**src/rtl/gs_fixed_pkg.sv**
```systemverilog
// gs_fixed_pkg: shared fixed-point types, saturation helpers and checker state enum.
package gs_fixed_pkg;
    localparam int DATA_WIDTH = 32;
    localparam int FRAC = 16;
    localparam int ACC_WIDTH = 2 * DATA_WIDTH + 2;
    typedef logic signed [DATA_WIDTH-1:0] fixed_t;
    typedef logic signed [ACC_WIDTH-1:0] acc_t;
    typedef logic [DATA_WIDTH-1:0] umag_t;
    localparam fixed_t FIX_MAX = {1'b0, {(DATA_WIDTH-1){1'b1}}};
    localparam fixed_t FIX_MIN = {1'b1, {(DATA_WIDTH-1){1'b0}}};
    typedef enum logic [1:0] {ST_IDLE, ST_MUL, ST_FIN} chk_state_e;
    typedef struct packed {
        fixed_t a11;
        fixed_t a12;
        fixed_t a21;
        fixed_t a22;
        fixed_t x1;
        fixed_t x2;
        umag_t  eps;
    } chk_ops_t;
    // Value fits when every bit above the result sign matches it.
    function automatic fixed_t sat_narrow(input acc_t v);
        return (&v[ACC_WIDTH-1:DATA_WIDTH-1] || ~|v[ACC_WIDTH-1:DATA_WIDTH-1])
            ? v[DATA_WIDTH-1:0] : (v[ACC_WIDTH-1] ? FIX_MIN : FIX_MAX);
    endfunction
    function automatic umag_t sat_abs(input fixed_t v);
        return (v == FIX_MIN) ? FIX_MAX : (v[DATA_WIDTH-1] ? -v : v);
    endfunction
endpackage

```
**src/rtl/gs_fixed_mac.sv**
```systemverilog
// gs_fixed_mac: acc_next = acc - ((a * x) >>> FRAC), full-precision signed datapath.
module gs_fixed_mac
    import gs_fixed_pkg::*;
(
    input  acc_t   acc,
    input  fixed_t a,
    input  fixed_t x,
    output acc_t   acc_next
);
    logic signed [2*DATA_WIDTH-1:0] prod;
    logic signed [2*DATA_WIDTH-1:0] prod_sh;
    assign prod = a * x;
    assign prod_sh = prod >>> FRAC;
    assign acc_next = acc - {{(ACC_WIDTH-2*DATA_WIDTH){prod_sh[2*DATA_WIDTH-1]}}, prod_sh};
endmodule

```
**config.mk**
```make
export PLATFORM = sky130hd
export DESIGN_NAME = gs_fixed_mac
export DESIGN_NICKNAME = d
export VERILOG_FILES = /design/src/rtl/gs_fixed_pkg.sv /design/src/rtl/gs_fixed_mac.sv
export SDC_FILE = /design/constraint.sdc
export NUM_CORES = 2
export LEC_CHECK = 0
export BUFFER_PORTS_ARGS = -buffer_cell sky130_fd_sc_hd__clkbuf_2
export CAP_MARGIN = 20
export CORE_MARGIN = 4
export CORE_UTILIZATION = 55
export DETAILED_ROUTE_END_ITERATION = 8
export PLACE_DENSITY = 0.73
export SLEW_MARGIN = 20
export SYNTH_ARGS = -nofsm -noshare
export SYNTH_HDL_FRONTEND = slang
export SYNTH_SLANG_ARGS = --single-unit
```
**constraint.sdc**
```tcl
create_clock -name vclk -period 12.3
set_input_delay 0 -clock vclk [all_inputs]
set_output_delay 0 -clock vclk [all_outputs]
set_load 0.03 [all_outputs]
```
==> impl_metrics.csv <==
group,metric,value,unit
global_route,grt.busiest_layer,"met2",
synthesis,synthTopCellsByArea,"fa_1, inv_1, and2_1",
finish,regArea,0,um2
min_path,worstHoldPathType,"input port to output pin",
sta,fmax,0.0862,GHz
finish,nFlopsAndLatches,0,
global_route,grt_start_max_net_pins,33,
critical_path,crit_fanout,22,
floorplanning,start_util,55.8,%
route,num_vias,28300,
critical_path,cp-end-kind,"output pin",
sta,setup_viol,0,
synthesis,syn_nets,5631,
synthesis,synth_most_common_cell,"fa_1",
route,drtIter0Drc,1817,
sta,max-slew-margin-rel,35.1,%
synthesis,yosysTopAreaCell,"fa_1",
sta,setup_tns,0,ns
global_route,grt_use_total,28.8,%
synthesis,ys_types,71,
global_route,grt_pass1_wl,170000,um
placed_design,routabilityCongestion,0.897,
sta,tightest_slew,0.964,ns
synthesis,syn_area,0.0385,mm2
critical_path,critPathArrivalTime,11.60,ns
route,wire_per_inst,19.8,um
finish,finalNetCount,5663,
global_route,met2_usage,47.8,%
global_route,use_met1,39.6,%
cts,ctsHoldBuffers,0,
synthesis,synth_cells,4192,
route,drt-total-wl,102000,um
sta,whs,0.319,ns
floorplanning,rows,96,
finish,drive_above_1_share,6.40,%
global_route,antenna_found_initial,7,
floorplanning,design.portCount,196,
global_route,grt_pass1_vias,31400,
critical_path,required,12.30,ns
critical_path,cpMaxStageDelayCell,"fa_1",
finish,area_growth,4.41,%
finish,num-clock-buffers,0,
critical_path,startpoint_type,"input port",
cts,post_cts_resize_count,0,
floorplanning,die_x,273,um
route,viasPerCell,5.49,
route,dr.pass1.iters,7,
placed_design,place_hpwl,86800,um
sta,fin_crit_sh,94.3,%
floorplanning,dieHeight,273,um
floorplanning,core_area,0.0691,mm2
critical_path,setup.worst_path.class,"input port to output pin",
job,drv_cap,0,
global_route,gr-total-overflow,0,
synthesis,yosys_warnings,0,
synthesis,synthTopCellsByCount,"fa_1, inv_1, nand2_1",
synthesis,syn_avg_cell_area,9.19,um2
synthesis,netlist.area_leader.share,56.2,%
sta,hold_violations,0,
route,postRouteAntennaNets,0,
critical_path,slowest_delay,0.82,ns
global_route,grt_util_met3,6.49,%
cts,post_cts_buffers,0,
placed_design,port-buffer-count,196,
sta,rsz0062_at_grt,"no",
floorplanning,die-area,0.0743,mm2
run_status,status,"completed",
sta,fin_crit,11.60,ns
route,drc,0,
sta,finalMaxSlewViolations,0,
synthesis,ys_seq_area_share,0,%
==> final timing paths <==
path,from,cells past startpoint,end,slack (ns)
max,x[5],39,acc_next[64],0.70
min,acc[65],3,acc_next[65],0.32
==> layer usage <==
layer / routed length, um / share of wire [%]
met1: 41000 / 40
met4: 2180 / 2.1
met2: 49400 / 49
met5: 13 / 0.013
met3: 9210 / 9.0
==> kinds of logic after synthesis <==
logic type               Yosys count  share of synthesized area [%]
buffers and inverters           1165                           11.4
AO/OA/AOI/OAI                    302                           5.27
XOR/XNOR                         125                           2.91
multiplexers                       6                          0.214
AND/OR/NAND/NOR                 1285                           16.6
adder cells (fa/ha/maj)         1309                           63.6
==> stage by stage <==
stage / std cells / utilization [%] / area (um2) / setup slack, ns
4_1_cts: 5153 / 58.2 / 40200 / 0.688
3_3_place_gp: 5153 / 58.2 / 40200 / 0.841
6_report: 5156 / 58.2 / 40200 / 0.704
5_1_grt: 5154 / 58.2 / 40200 / 0.0385
3_5_place_dp: 5153 / 58.2 / 40200 / 0.732
2_1_floorplan: 4192 / - / 38500 / 2.57
==> placed cells by master (no fill, tap or decap), types with 9 or more instances in the layout <==
cell	instances
ha_1	227
o21ai_0	42
a21oi_1	80
nand4_1	15
buf_4	43
fa_1	1082
inv_1	955
nand2b_1	13
and3_1	16
nand3_1	35
clkbuf_2	196
o21ai_1	16
nor2_1	82
a21o_1	56
a31oi_1	9
xor2_1	56
xnor2_1	67
and2_1	508
nor2b_1	16
o21a_1	18
nand2_1	554
nor3_1	18
a211oi_1	10
==> layout make-up <==
type	count	area [um2]
tap	931	1160
multi-input combinational	3027	34200
antenna	3	7.51
timing repair buffer	239	1300
fill	6073	28800
inverter	956	3590
==> worst max-delay path, delay by kind of cell <==
kind / cells / cell delay, ns
compound gates: 10 / 2.80
buf+inv: 10 / 1.62
simple gates: 7 / 1.41
fa+ha+maj: 10 / 5.37
xor+xnor: 2 / 0.35
Power is not shown: default switching activity piles up to over one toggle a cycle in this logic, so the estimate is an artifact.
